$ cat config.mk
export PLATFORM = sky130hd
export DESIGN_NAME = slave_select_queue
export DESIGN_NICKNAME = d
export VERILOG_FILES = /design/src/rtl/slave_select_queue.sv
export SDC_FILE = /design/constraint.sdc
export NUM_CORES = 1
export LEC_CHECK = 0
export ABC_AREA = 1
export CELL_PAD_IN_SITES_DETAIL_PLACEMENT = 0
export CELL_PAD_IN_SITES_GLOBAL_PLACEMENT = 2
export CORE_ASPECT_RATIO = 1.2
export CORE_MARGIN = 4
export CORE_UTILIZATION = 35
export CTS_CLUSTER_SIZE = 25
export DETAILED_ROUTE_END_ITERATION = 10
export GPL_TIMING_DRIVEN = 0
export MAX_ROUTING_LAYER = met4
export PLACE_DENSITY_LB_ADDON = 0.1
export SYNTH_ARGS = -nofsm -noshare
export SYNTH_HDL_FRONTEND = slang
export SYNTH_SLANG_ARGS = --single-unit
$ cat constraint.sdc
create_clock -name ACLK -period 1.95 [get_ports ACLK]
set_clock_uncertainty 0.1 [all_clocks]
set_input_delay 0.195 -clock ACLK [delete_from_list [all_inputs] [get_ports ACLK]]
set_output_delay 0.195 -clock ACLK [all_outputs]
set_load 0.05 [all_outputs]
$ cat src/rtl/slave_select_queue.sv
// Slave-select address queue: FWFT FIFO between the AXI write manager and the SPI engine.
// Optional macro SSQ_AFULL_EN raises SSQ_full early, AFULL_MARGIN slots before the queue is truly full.
module slave_select_queue #(
    parameter int DEPTH        = 8,
    parameter int AW           = 8,
    parameter int AFULL_MARGIN = 1
) (
    input  logic                       ACLK,
    input  logic                       reset,
    input  logic                       wr_en,
    input  logic [AW-1:0]              wrSlaveAddr,
    output logic [AW-1:0]              ss_addr,
    output logic                       ss_valid,
    input  logic                       ss_ready,
    output logic                       SSQ_full,
    output logic                       SSQ_empty,
    output logic [$clog2(DEPTH):0]     ssq_count,
    output logic                       ssq_ovf,
    input  logic                       ovf_clr
);

    localparam int PW = $clog2(DEPTH);
    localparam int CW = PW + 1;

    if (DEPTH < 2 || (DEPTH & (DEPTH - 1)) != 0 || AFULL_MARGIN >= DEPTH || AFULL_MARGIN < 0)
    begin : g_bad_params
        $error("slave_select_queue: illegal DEPTH/AFULL_MARGIN combination");
    end

    logic [AW-1:0] mem [DEPTH];
    logic [PW-1:0] wr_ptr;
    logic [PW-1:0] rd_ptr;
    logic          full_int;
    logic          pop;
    logic          push_ok;
    logic          overflow;

    assign full_int = (ssq_count == CW'(DEPTH));
    assign pop      = ss_valid & ss_ready;
    // A full queue still takes a push when the head leaves in the same cycle.
    assign push_ok  = wr_en & (~full_int | pop);
    assign overflow = wr_en & full_int & ~pop;

    // Storage carries no reset; stale contents are masked by ss_valid.
    always_ff @(posedge ACLK) begin
        if (push_ok) begin
            mem[wr_ptr] <= wrSlaveAddr;
        end
    end

    always_ff @(posedge ACLK or negedge reset) begin
        if (!reset) begin
            wr_ptr    <= '0;
            rd_ptr    <= '0;
            ssq_count <= '0;
            ssq_ovf   <= 1'b0;
        end else begin
            if (push_ok) begin
                wr_ptr <= wr_ptr + 1'b1;
            end
            if (pop) begin
                rd_ptr <= rd_ptr + 1'b1;
            end
            case ({push_ok, pop})
                2'b10:   ssq_count <= ssq_count + 1'b1;
                2'b01:   ssq_count <= ssq_count - 1'b1;
                default: ssq_count <= ssq_count;
            endcase
            // Set wins over a simultaneous clear so no drop goes unreported.
            if (overflow) begin
                ssq_ovf <= 1'b1;
            end else if (ovf_clr) begin
                ssq_ovf <= 1'b0;
            end
        end
    end

    assign ss_valid  = (ssq_count != '0);
    assign SSQ_empty = ~ss_valid;
    assign ss_addr   = ss_valid ? mem[rd_ptr] : '0;

`ifdef SSQ_AFULL_EN
    assign SSQ_full = (ssq_count >= CW'(DEPTH - AFULL_MARGIN));
`else
    assign SSQ_full = full_int;
`endif

endmodule

# Yosys cells after proc, flatten, opt, wreduce, memory -nomap -nowiden
# Memory sizes are Yosys's and may differ from the RTL's.
# Index checks and enable logic that the tools add are counted.
# op_classes
addsub,4
shifts,0
multipliers,0
n_lt_le_gt_ge,0
n_div,0
eq_ne,3
bitwise,8
n_mux,6
n_reduce_logical,3
# ops
operator,n
$mux 8,1
$pmux 4 s2,1
$add 3x1->3 const B,2
$add 4x1->4 const B,1
$and 1x1->1,4
$eq 4x4->1 const B,1
$mux 1,4
$reduce_bool 2->1,2
$reduce_bool 4->1,1
$sub 4x1->4 const B,1
$not 1->1,3
$eq 2x1->1 const B,1
$eq 2x2->1 const B,1
$or 1x1->1,1
# word_totals
romBits,0
regBits,11
wordCells,29
latchBits,0
output_inout_bits,16
mem_bits_rw,64
n_memories,1
# memory_table
memory,depth,width,rd,rd_clocked_by_memory_dff,write_ports,line_no,rtl
mem,8,8,1,0,1,30,logic [AW-1:0] mem [DEPTH];

# Logic depth before layout (Yosys ltp)
# Gate-level depths: netlist (run 1).
# depth
depth_word,6
depth_mapped,12

# Worst setup path after synthesis (run 1)
# Ideal clock, no wire load.
# synth_timing
path_type,flip-flop to output port
from,register ssq_count[0]
to,output port ss_addr[0]
stages_incl_launch_ff,6
path_buffers,1
required_ps,1655
slack_ps,-737
arrival_ps,2392
cell_sequence,dfrtp_1 > nor2_2 > nand2_4 > clkbuf_1 > o21ai_0 > nor2_1
# synth_between
elab_chain_len,2
# synth_lines
element,line_no,rtl
from (decl),17,"output logic [$clog2(DEPTH):0] ssq_count,"
from (signal assigned),65,2'b10: ssq_count <= ssq_count + 1'b1;
from (signal assigned),66,2'b01: ssq_count <= ssq_count - 1'b1;
from (signal assigned),67,default: ssq_count <= ssq_count;
$reduce_bool 4->1,78,assign ss_valid = (ssq_count != '0);
via ss_valid,13,"output logic ss_valid,"
$mux 8,80,assign ss_addr = ss_valid ? mem[rd_ptr] : '0;
to (decl),12,"output logic [AW-1:0] ss_addr,"
# The timed path passes the listed nets, and every way through them passes these cells.

# Worst setup path after layout (run 1)
# layout_timing
from,register rd_ptr[0]
to,output port ss_addr[1]
# layout_between
elab_chain_len,2
# layout_lines
element,line_no,rtl
from (decl),32,logic [PW-1:0] rd_ptr;
from (signal assigned),62,rd_ptr <= rd_ptr + 1'b1;
$mem_v2 8x8,--,
$mux 8,80,
# No other way between the ends.

==> results of run 1 <==
==> worst max-delay path, cell delays in order, from the launching register on <==
cell     delay (ns)
dfrtp_2        0.45
buf_6          0.20
nor2_1         0.07
o32ai_1        0.29
o21ai_1        0.14
nor2_4         0.11
buf_6          0.16
==> cell families after synthesis <==
group,Yosys count
AO/OA/AOI/OAI,46
AND/OR/NAND/NOR,112
multiplexers,1
adder cells (fa/ha/maj),3
flip-flops,75
buffers and inverters,27
XOR/XNOR,5
==> cells in the mapped netlist (2+ instances only) <==
cell type / number / area share
nor2_1: 74 / 0.087
o21ai_0: 25 / 0.039
nand2_1: 20 / 0.023
buf_2: 5 / 0.0078
dfrtp_1: 11 / 0.086
nand4_1: 2 / 0.0039
nand3_1: 6 / 0.0094
nand2_4: 6 / 0.021
inv_1: 15 / 0.018
edfxtp_1: 64 / 0.60
ha_1: 3 / 0.012
o32ai_1: 16 / 0.044
clkbuf_1: 6 / 0.0070
xor2_1: 4 / 0.011
nor2_2: 2 / 0.0039
o21ai_1: 2 / 0.0031
==> per-stage QoR <==
| stage | utilization | TNS, ns | total power, W |
|---|---|---|---|
| 6_report | 0.489 | -0.497 | 0.00753 |
| 3_5_place_dp | 0.429 | -22.95 | 0.00584 |
| 5_1_grt | 0.489 | -1.30 | 0.00798 |
| 2_1_floorplan | - | -7.41 | 0.00473 |
| 4_1_cts | 0.463 | -0.868 | 0.00730 |
| 3_3_place_gp | 0.429 | -22.82 | 0.00583 |
==> power groups by stage <==
| stage | registers (W) | clock network [W] | logic [W] |
|---|---|---|---|
| CTS | 0.00230 | 0.00115 | 0.00385 |
| finish | 0.00229 | 0.00111 | 0.00413 |
| global placement | 0.00228 | 0 | 0.00355 |
| detailed placement | 0.00228 | 0 | 0.00356 |
| floorplan | 0.00239 | 0 | 0.00235 |
| global route | 0.00233 | 0.00122 | 0.00443 |
==> registers in the layout, indices dropped and copies added (netlist names) <==
name and cells:
wr_ptr 3, ssq_count 4, ssq_ovf 1, mem 64
rd_ptr 3
==> area by class of cell <==
class | count | area share
Sequential cell | 75 | 0.515
Multi-Input combinational cell | 167 | 0.249
Timing Repair Buffer | 41 | 0.114
Tap cell | 117 | 0.0342
Clock buffer | 9 | 0.0289
Buffer | 10 | 0.0278
Inverter | 16 | 0.0167
Clock inverter | 6 | 0.0134
==> how the worst max path moves through the flow <==
stage	from	to	slack, ns	cells past startpoint
after floorplan	ssq_count[2]	mem[0][0]	-0.13	7
after global placement	rd_ptr[1]	ss_addr[0]	-0.80	6
after detailed placement	rd_ptr[1]	ss_addr[6]	-0.78	6
after CTS	rd_ptr[0]	ss_addr[5]	-0.12	7
after global routing	rd_ptr[0]	ss_addr[6]	-0.18	6
final	rd_ptr[0]	ss_addr[1]	-0.1	6
==> what timing repair did <==
item / 4_1_cts / 5_1_grt
pin swaps: 1 / 13
buffers inserted: 4 / 9
endpoints found under the setup margin: 36 / 61
resized for setup: 108 / 22
==> routing by layer <==
layer | vias to the layer above | global-route usage | part of all wire | wire (µm)
li1 | 1052 | - | - | -
met1 | 1090 | 0.189 | 0.42 | 3290
met2 | 38 | 0.259 | 0.52 | 4070
met3 | 8 | 0.0372 | 0.039 | 301
met4 | 0 | 0.0597 | 0.013 | 99
met5 | - | - | 0 | 0
==> results.cfg, run 1 <==
[status]
status = finished, violations left
violations = setup timing

[cts]
cts.htree.levels = 3
cts_tree = done
cts_sinks = 75
root_buffer = clkbuf_8
clk_latency_ns = 0.34
numCtsBuffers = 9
clk_path_buf_depth = 2
clkTransAtPathRegs_ns = 0.07
postCtsHoldBufs = 0

[setup_path]
r2r_start = ssq_count[0]
reg2reg_to = mem[0][7]
worstSetupPathType = reg2out
critPathRequiredTime_ns = 1.65
start_kind = register
crit_arrival_ns = 1.75
rrSetupSlack_ns = 0.11
cp-end-kind = primary output
crit_path_max_fanout = 10
reg2regPathDepth = 8

[floorplanning]
ios = 29
die_w_um = 95.3
die_area_mm2 = 0.0108
die_y_um = 113
start_util = 0.366
core_area_mm2 = 0.00875
rows = 37

[synthesis]
synth_area_mm2 = 0.00320
synth_flop_cell = edfxtp_1
async_flop_share = 0.147
synth_compound_area_frac = 0.0941
synth_top_family_by_area = simple AND/OR/NAND/NOR gates
syn_area_per_cell_um2 = 11.9
synth-edff-count = 64
synth.area.mux_share = 0.00352
syn_nets = 285
ys_ff_latch = 75
ys_warn_count = 0
synth_adder_area_share = 0.0117
yosys.area_share.simple = 0.157
synthCells = 269
netlist-cell-type-count = 24
seq_area_frac_synth = 0.686
synth_xor_area_frac = 0.0137

[cells_and_area]
seqCellArea_mm2 = 0.00221
num-nets-final = 336
diodes = 0
final_cells = 441
layout_common_cells = edfxtp_1 (64), nor2_1 (56), nand2_1 (19), nor2_4 (17), clkdlybuf4s50_1 (15)
syn_to_final_growth_pct = 33.6
n_fill_cell = 808
multiInputGateArea_mm2 = 0.00107
fin_area_mm2 = 0.00428
final_common_cell = edfxtp_1
layout-drive-gt1-share = 0.293

[power]
p_leak_nw = 1.55
p_clk_frac = 0.147
seq_power_share = 0.304
ir_drop_mv = 0.886
internal_power_w = 0.00422
comb_power_share = 0.549
switching_power_w = 0.00331
switching_share = 0.440
powerDensity_mw_per_mm2 = 1760

[placed_design]
dpl.cell_count = 414
pre_cts_slack_ns = -0.782
numPortBuffers = 28
hpwlAfterDp_mm = 5.02
place.gp.congestion = 0.747
place_area_mm2 = 0.00376

[timing]
fmax_mhz = 488
finalSetupViolations = 8
period_share = 1.05
rsz0062_at_grt = yes
timing.final.ws_setup_ns = -0.0983
whs_ns = 0.111
fin_crit_ns = 2.05
drv_slew = 0
tightest_slew_ns = 0.563
max_slew_margin = 0.624
final_hold_viol_count = 0

[drt]
wirelength_mm = 7.76
vias = 2188
wl_per_cell_um = 17.6
drt_pre_antenna_iters = 4
drtIter0Drc = 100
postRouteAntennaNets = 0
vias_per_cell = 4.96
drcViolationCount = 0

[global_routing]
track_usage = 0.159
grt_pass1_vias = 2163
grt-ovfl-total = 0
grt_max_degree = 13
grt_pass1_wl_mm = 11.9
antenna_found_initial = 0

[run]
maxCapViolCount = 0

[worst_hold_path]
min_path_type = in2async
Power figures use the tool's default switching activity.
==> inputs of run 2 (changes only) <==
- ABC_CLOCK_PERIOD_IN_PS: not set -> 1950
- CORE_UTILIZATION: 35 -> 38
- DONT_BUFFER_PORTS: not set -> 1
==> run 2 against run 1 <==
Compared with the run above: die area is 7.3% lower; via count is 2.1% higher; non-clock buffer count is 1 higher; the flow still finishes with violations (setup timing); first-iteration DRC count is 46% higher; clock power is 12% lower; core utilization is 5.7 points higher; critical path depth is 2 higher.
==> results.cfg, run 2 (same netlist as run 1, synthesis figures left out) <==
[worst_hold_path]
min_from = wr_en
worstHoldPathCells = 4
hold-path-endpoint = wr_ptr[0]
min_path_type = in2reg

[timing]
drv_slew = 0
finalSetupViolations = 76
tightest_slew_ns = 0.558
rsz0062_at_grt = yes
fin_crit_ns = 2.20
period_share = 1.13
max_slew_margin = 0.627
final_hold_viol_count = 0
timing.final.ws_setup_ns = -0.252
fmax_mhz = 454

[cells_and_area]
largest-register = mem
final_common_cell = edfxtp_1
multiInputGateArea_mm2 = 0.00122
seqCellArea_mm2 = 0.00221
top_regs = mem: 64 flops, ssq_count: 4 flops
layout_common_cells = edfxtp_1 (64), nor2_1 (44), nor2_4 (18), buf_4 (16)
syn_to_final_growth_pct = 38.9
largest_reg_flops = 64
n_fill_cell = 713
layout-drive-gt1-share = 0.408
fin_area_mm2 = 0.00445
num-nets-final = 337
diodes = 0

[placed_design]
place.gp.congestion = 0.743
place_area_mm2 = 0.00347
numPortBuffers = 0
hpwlAfterDp_mm = 4.87

[floorplanning]
die_area_mm2 = 0.00997
ios = 29
rows = 36
die_y_um = 109
start_util = 0.393
core_area_mm2 = 0.00815
die_w_um = 91.8

[drt]
vias_per_cell = 5.08
drt_pre_antenna_iters = 4
vias = 2233
drcViolationCount = 0
wirelength_mm = 8.16
drtIter0Drc = 146
wl_per_cell_um = 18.6
postRouteAntennaNets = 0

[run]
maxCapViolCount = 0

[global_routing]
grt_pass1_vias = 2311
grt_max_degree = 12
track_usage = 0.182
grt-ovfl-total = 0
antenna_found_initial = 0
grt_pass1_wl_mm = 12.6

[cts]
cts.htree.levels = 3
clkTransAtPathRegs_ns = 0.08
clk_latency_ns = 0.35
cts_tree = done
numCtsBuffers = 9
root_buffer = clkbuf_8
clk_path_buf_depth = 2
cts_sinks = 75

[power]
switching_share = 0.463
seq_power_share = 0.332
comb_power_share = 0.538
p_clk_frac = 0.130
switching_power_w = 0.00348
powerDensity_mw_per_mm2 = 1690
ir_drop_mv = 0.823
internal_power_w = 0.00404
power_w = 0.00753
p_leak_nw = 1.59

[setup_path]
rrSetupSlack_ns = -0.25
r2r_start = ssq_count[2]
worstSetupPathType = reg2reg
start_kind = register
cp-end-kind = register
crit_arrival_ns = 2.17
crit_path_max_fanout = 8
critPathRequiredTime_ns = 1.91
reg2reg_to = mem[4][3]
reg2regPathDepth = 8

[status]
status = finished, violations left
violations = setup timing
run 2: cell types whose count changed in the layout (fill, tap and decap cells not counted), sizes merged:
cell / before / now
dlymetal6s2s: 1 / 0
dlygate4sd2: 1 / 0
inv: 14 / 12
clkdlybuf4s15: 1 / 0
clkbuf: 14 / 17
buf: 28 / 34
bufinv: 1 / 0
dlygate4sd3: 0 / 12
clkdlybuf4s50: 15 / 0
clkinv: 4 / 6
run 2: cell type report:
| cell class | count | share of cell area |
|---|---|---|
| Buffer | 10 | 0.0292 |
| Clock buffer | 11 | 0.0295 |
| Clock inverter | 5 | 0.00450 |
| Inverter | 16 | 0.0188 |
| Multi-Input combinational cell | 167 | 0.275 |
| Sequential cell | 75 | 0.497 |
| Tap cell | 114 | 0.0321 |
| Timing Repair Buffer | 42 | 0.113 |
run 2: worst max-delay path by stage:
stage | start | end | slack, ns | depth (start not counted)
after global routing | ssq_count[2] | ssq_count[3] | -0.33 | 15
after detailed placement | ssq_count[2] | mem[7][2] | -0.52 | 8
after CTS | ssq_count[2] | mem[4][3] | -0.28 | 8
final | ssq_count[2] | mem[4][3] | -0.25 | 8
after global placement | ssq_count[2] | mem[7][2] | -0.52 | 8
after floorplan | ssq_count[2] | mem[0][0] | -0.13 | 7
run 2: metrics by stage:
stage                util  TNS (ns)  setup WS (ns)  hold slack (ns)  std cells
floorplan               -     -7.41         -0.129           -0.201        269
global placement    0.426    -27.38         -0.522           -0.200        383
detailed placement  0.426    -27.71         -0.520           -0.200        383
CTS                 0.516    -17.64         -0.279           0.0183        435
global route        0.546    -21.07         -0.332           0.0384        440
finish              0.546    -15.39         -0.252           0.0350        440
run 2: power by group through the flow:
stage / Clock, W / Combinational (W) / Sequential, W
after floorplan: 0 / 0.00235 / 0.00239
after detailed placement: 0 / 0.00291 / 0.00245
after CTS: 0.00101 / 0.00360 / 0.00249
after global routing: 0.00108 / 0.00433 / 0.00254
after global placement: 0 / 0.00290 / 0.00245
final: 0.000976 / 0.00405 / 0.00250
run 2: worst max-delay path, stage by stage, from the launching register on:
cell and delay (ns):
dfrtp_2 0.58, inv_2 0.08, nand3_2 0.09, clkinvlp_4 0.27, nand2_4 0.16, nand2_4 0.06
or2_4 0.29, nor2_4 0.14, buf_12 0.14
run 2: what timing repair did:
action                                 4_1_cts  5_1_grt
setup endpoints to repair                   74       79
resized for setup                           52       50
cloned                                       2        1
endpoints found under the hold margin       78        0
buffers inserted                            23        4
hold buffers                                12        0
pin swaps                                   23       30
run 2: per-layer routing:
layer / global-route usage / share of wire / vias up
met5: - / 0 / -
met4: 0.0764 / 0.017 / 0
met3: 0.0327 / 0.035 / 13
met2: 0.312 / 0.52 / 41
met1: 0.211 / 0.43 / 1116
li1: - / - / 1063
==> inputs of run 3 (changes only) <==
- HOLD_SLACK_MARGIN: not set -> 0.03
==> run 3 against run 2 <==
Compared with the run above: the run still ends with setup timing left; non-clock buffer count rose by 1; clock power barely moved; setup slack improved by 0.0088 ns; critical endpoint unchanged.
==> results.cfg, run 3 (same netlist as run 1, synthesis figures left out) <==
[cells_and_area]
syn_to_final_growth_pct = 39.2
layout_common_cells = edfxtp_1 (64), nor2_1 (44), nor2_4 (18), buf_4 (16)
diodes = 0
num-nets-final = 338
layout-drive-gt1-share = 0.407
n_fill_cell = 712
largest-register = mem
final_common_cell = edfxtp_1
largest_reg_flops = 64
top_regs = mem: 64 flops, ssq_count: 4 flops

[status]
status = finished, violations left
violations = setup timing

[timing]
tightest_slew_ns = 0.561
finalSetupViolations = 76
whs_ns = 0.144
fmax_mhz = 456
period_share = 1.12
max_slew_margin = 0.625
final_hold_viol_count = 0
fin_crit_ns = 2.19
fin_tns_setup_ns = -14.81
drv_slew = 0
rsz0062_at_grt = yes
timing.final.ws_setup_ns = -0.243

[placed_design]
place.gp.congestion = 0.743
hpwlAfterDp_mm = 4.87
numPortBuffers = 0

[global_routing]
grt_max_degree = 12
grt_pass1_wl_mm = 12.7
track_usage = 0.182
antenna_found_initial = 0
grt-ovfl-total = 0
grt_pass1_vias = 2317

[worst_hold_path]
min_from = ss_ready
min_path_type = in2reg

[setup_path]
critPathRequiredTime_ns = 1.91
cp-end-kind = register
worstSetupPathType = reg2reg
setup.worst_path.start = ssq_count[2]
r2r_start = ssq_count[2]
start_kind = register
crit_arrival_ns = 2.16
crit_path_max_fanout = 8

[floorplanning]
start_util = 0.393
die_w_um = 91.8
ios = 29
rows = 36
die_y_um = 109
die_area_mm2 = 0.00997
core_area_mm2 = 0.00815

[cts]
cts.htree.levels = 3
clk_path_buf_depth = 2
clkTransAtPathRegs_ns = 0.08
cts_sinks = 75
cts_tree = done
numCtsBuffers = 9
clk_latency_ns = 0.35
root_buffer = clkbuf_8

[drt]
vias_per_cell = 5.08
drcViolationCount = 0
drtIter0Drc = 136
wl_per_cell_um = 18.5
vias = 2242
drt_pre_antenna_iters = 4
postRouteAntennaNets = 0
wirelength_mm = 8.15

[power]
power_w = 0.00753
ir_drop_mv = 0.818
powerDensity_mw_per_mm2 = 1690
p_leak_nw = 1.59

[run]
maxCapViolCount = 0
run 3: changes by cell type in the layout (fill, tap and decap cells not counted):
cell	change
dlygate4sd3_1	+1
run 3: timing repair:
action                                  4_1_cts  5_1_grt
resized for setup                            52       50
endpoints found under the hold margin        81        0
hold buffers                                 13        0
setup buffers                                23        4
gates cloned                                  2        1
pin swaps                                    23       30
endpoints found under the setup margin       74       79
run 3: report_power, final:
part	internal (W)	total (W)	switching, W
clock network	0.000443	0.000975	0.000532
logic	0.00153	0.00405	0.00252
registers	0.00207	0.00250	0.000429
total	0.00404	0.00753	0.00348
run 3: path summary, 6_finish.rpt:
kind                                     end  slack, ns  cells after the start
worst min-delay path            ssq_count[2]       0.14                      5
worst min register to register     wr_ptr[2]       0.52                      2
worst max register to register     mem[4][3]      -0.24                      8
min in group asynchronous       ssq_count[0]       0.17                      1
worst max-delay path               mem[4][3]      -0.24                      8
max in group asynchronous       ssq_count[3]       1.16                      1
run 3: through the flow:
step,cells,setup slack [ns],instance area (µm²),util
global placement,383,-0.522,3470,0.426
floorplan,269,-0.129,3330,-
CTS,436,-0.279,4220,0.517
detailed placement,383,-0.520,3470,0.426
global route,441,-0.332,4460,0.547
finish,441,-0.243,4460,0.547
run 3: layer usage:
metal,track usage,vias up,part of all wire
met5,-,-,0
met4,0.0764,0,0.016
met3,0.0327,14,0.035
met2,0.312,44,0.52
met1,0.212,1119,0.43
li1,-,1065,-
run 3: layout make-up:
type	instances	area [µm²]	area share
well taps	114	143	0.0320
repair buffers	43	514	0.115
plain buffers	10	130	0.0292
clock inverters	5	20.0	0.00449
flip-flops and latches	75	2210	0.496
inverters	16	83.8	0.0188
multi-input cells	167	1220	0.274
clock buffers	11	131	0.0295
run 3: worst max-delay path, cell delays in order (launching register included):
cell and delay (ns):
dfrtp_2 0.57, inv_2 0.08, nand3_2 0.09, clkinvlp_4 0.27, nand2_4 0.16, nand2_4 0.06
or2_4 0.29, nor2_4 0.14, buf_12 0.14
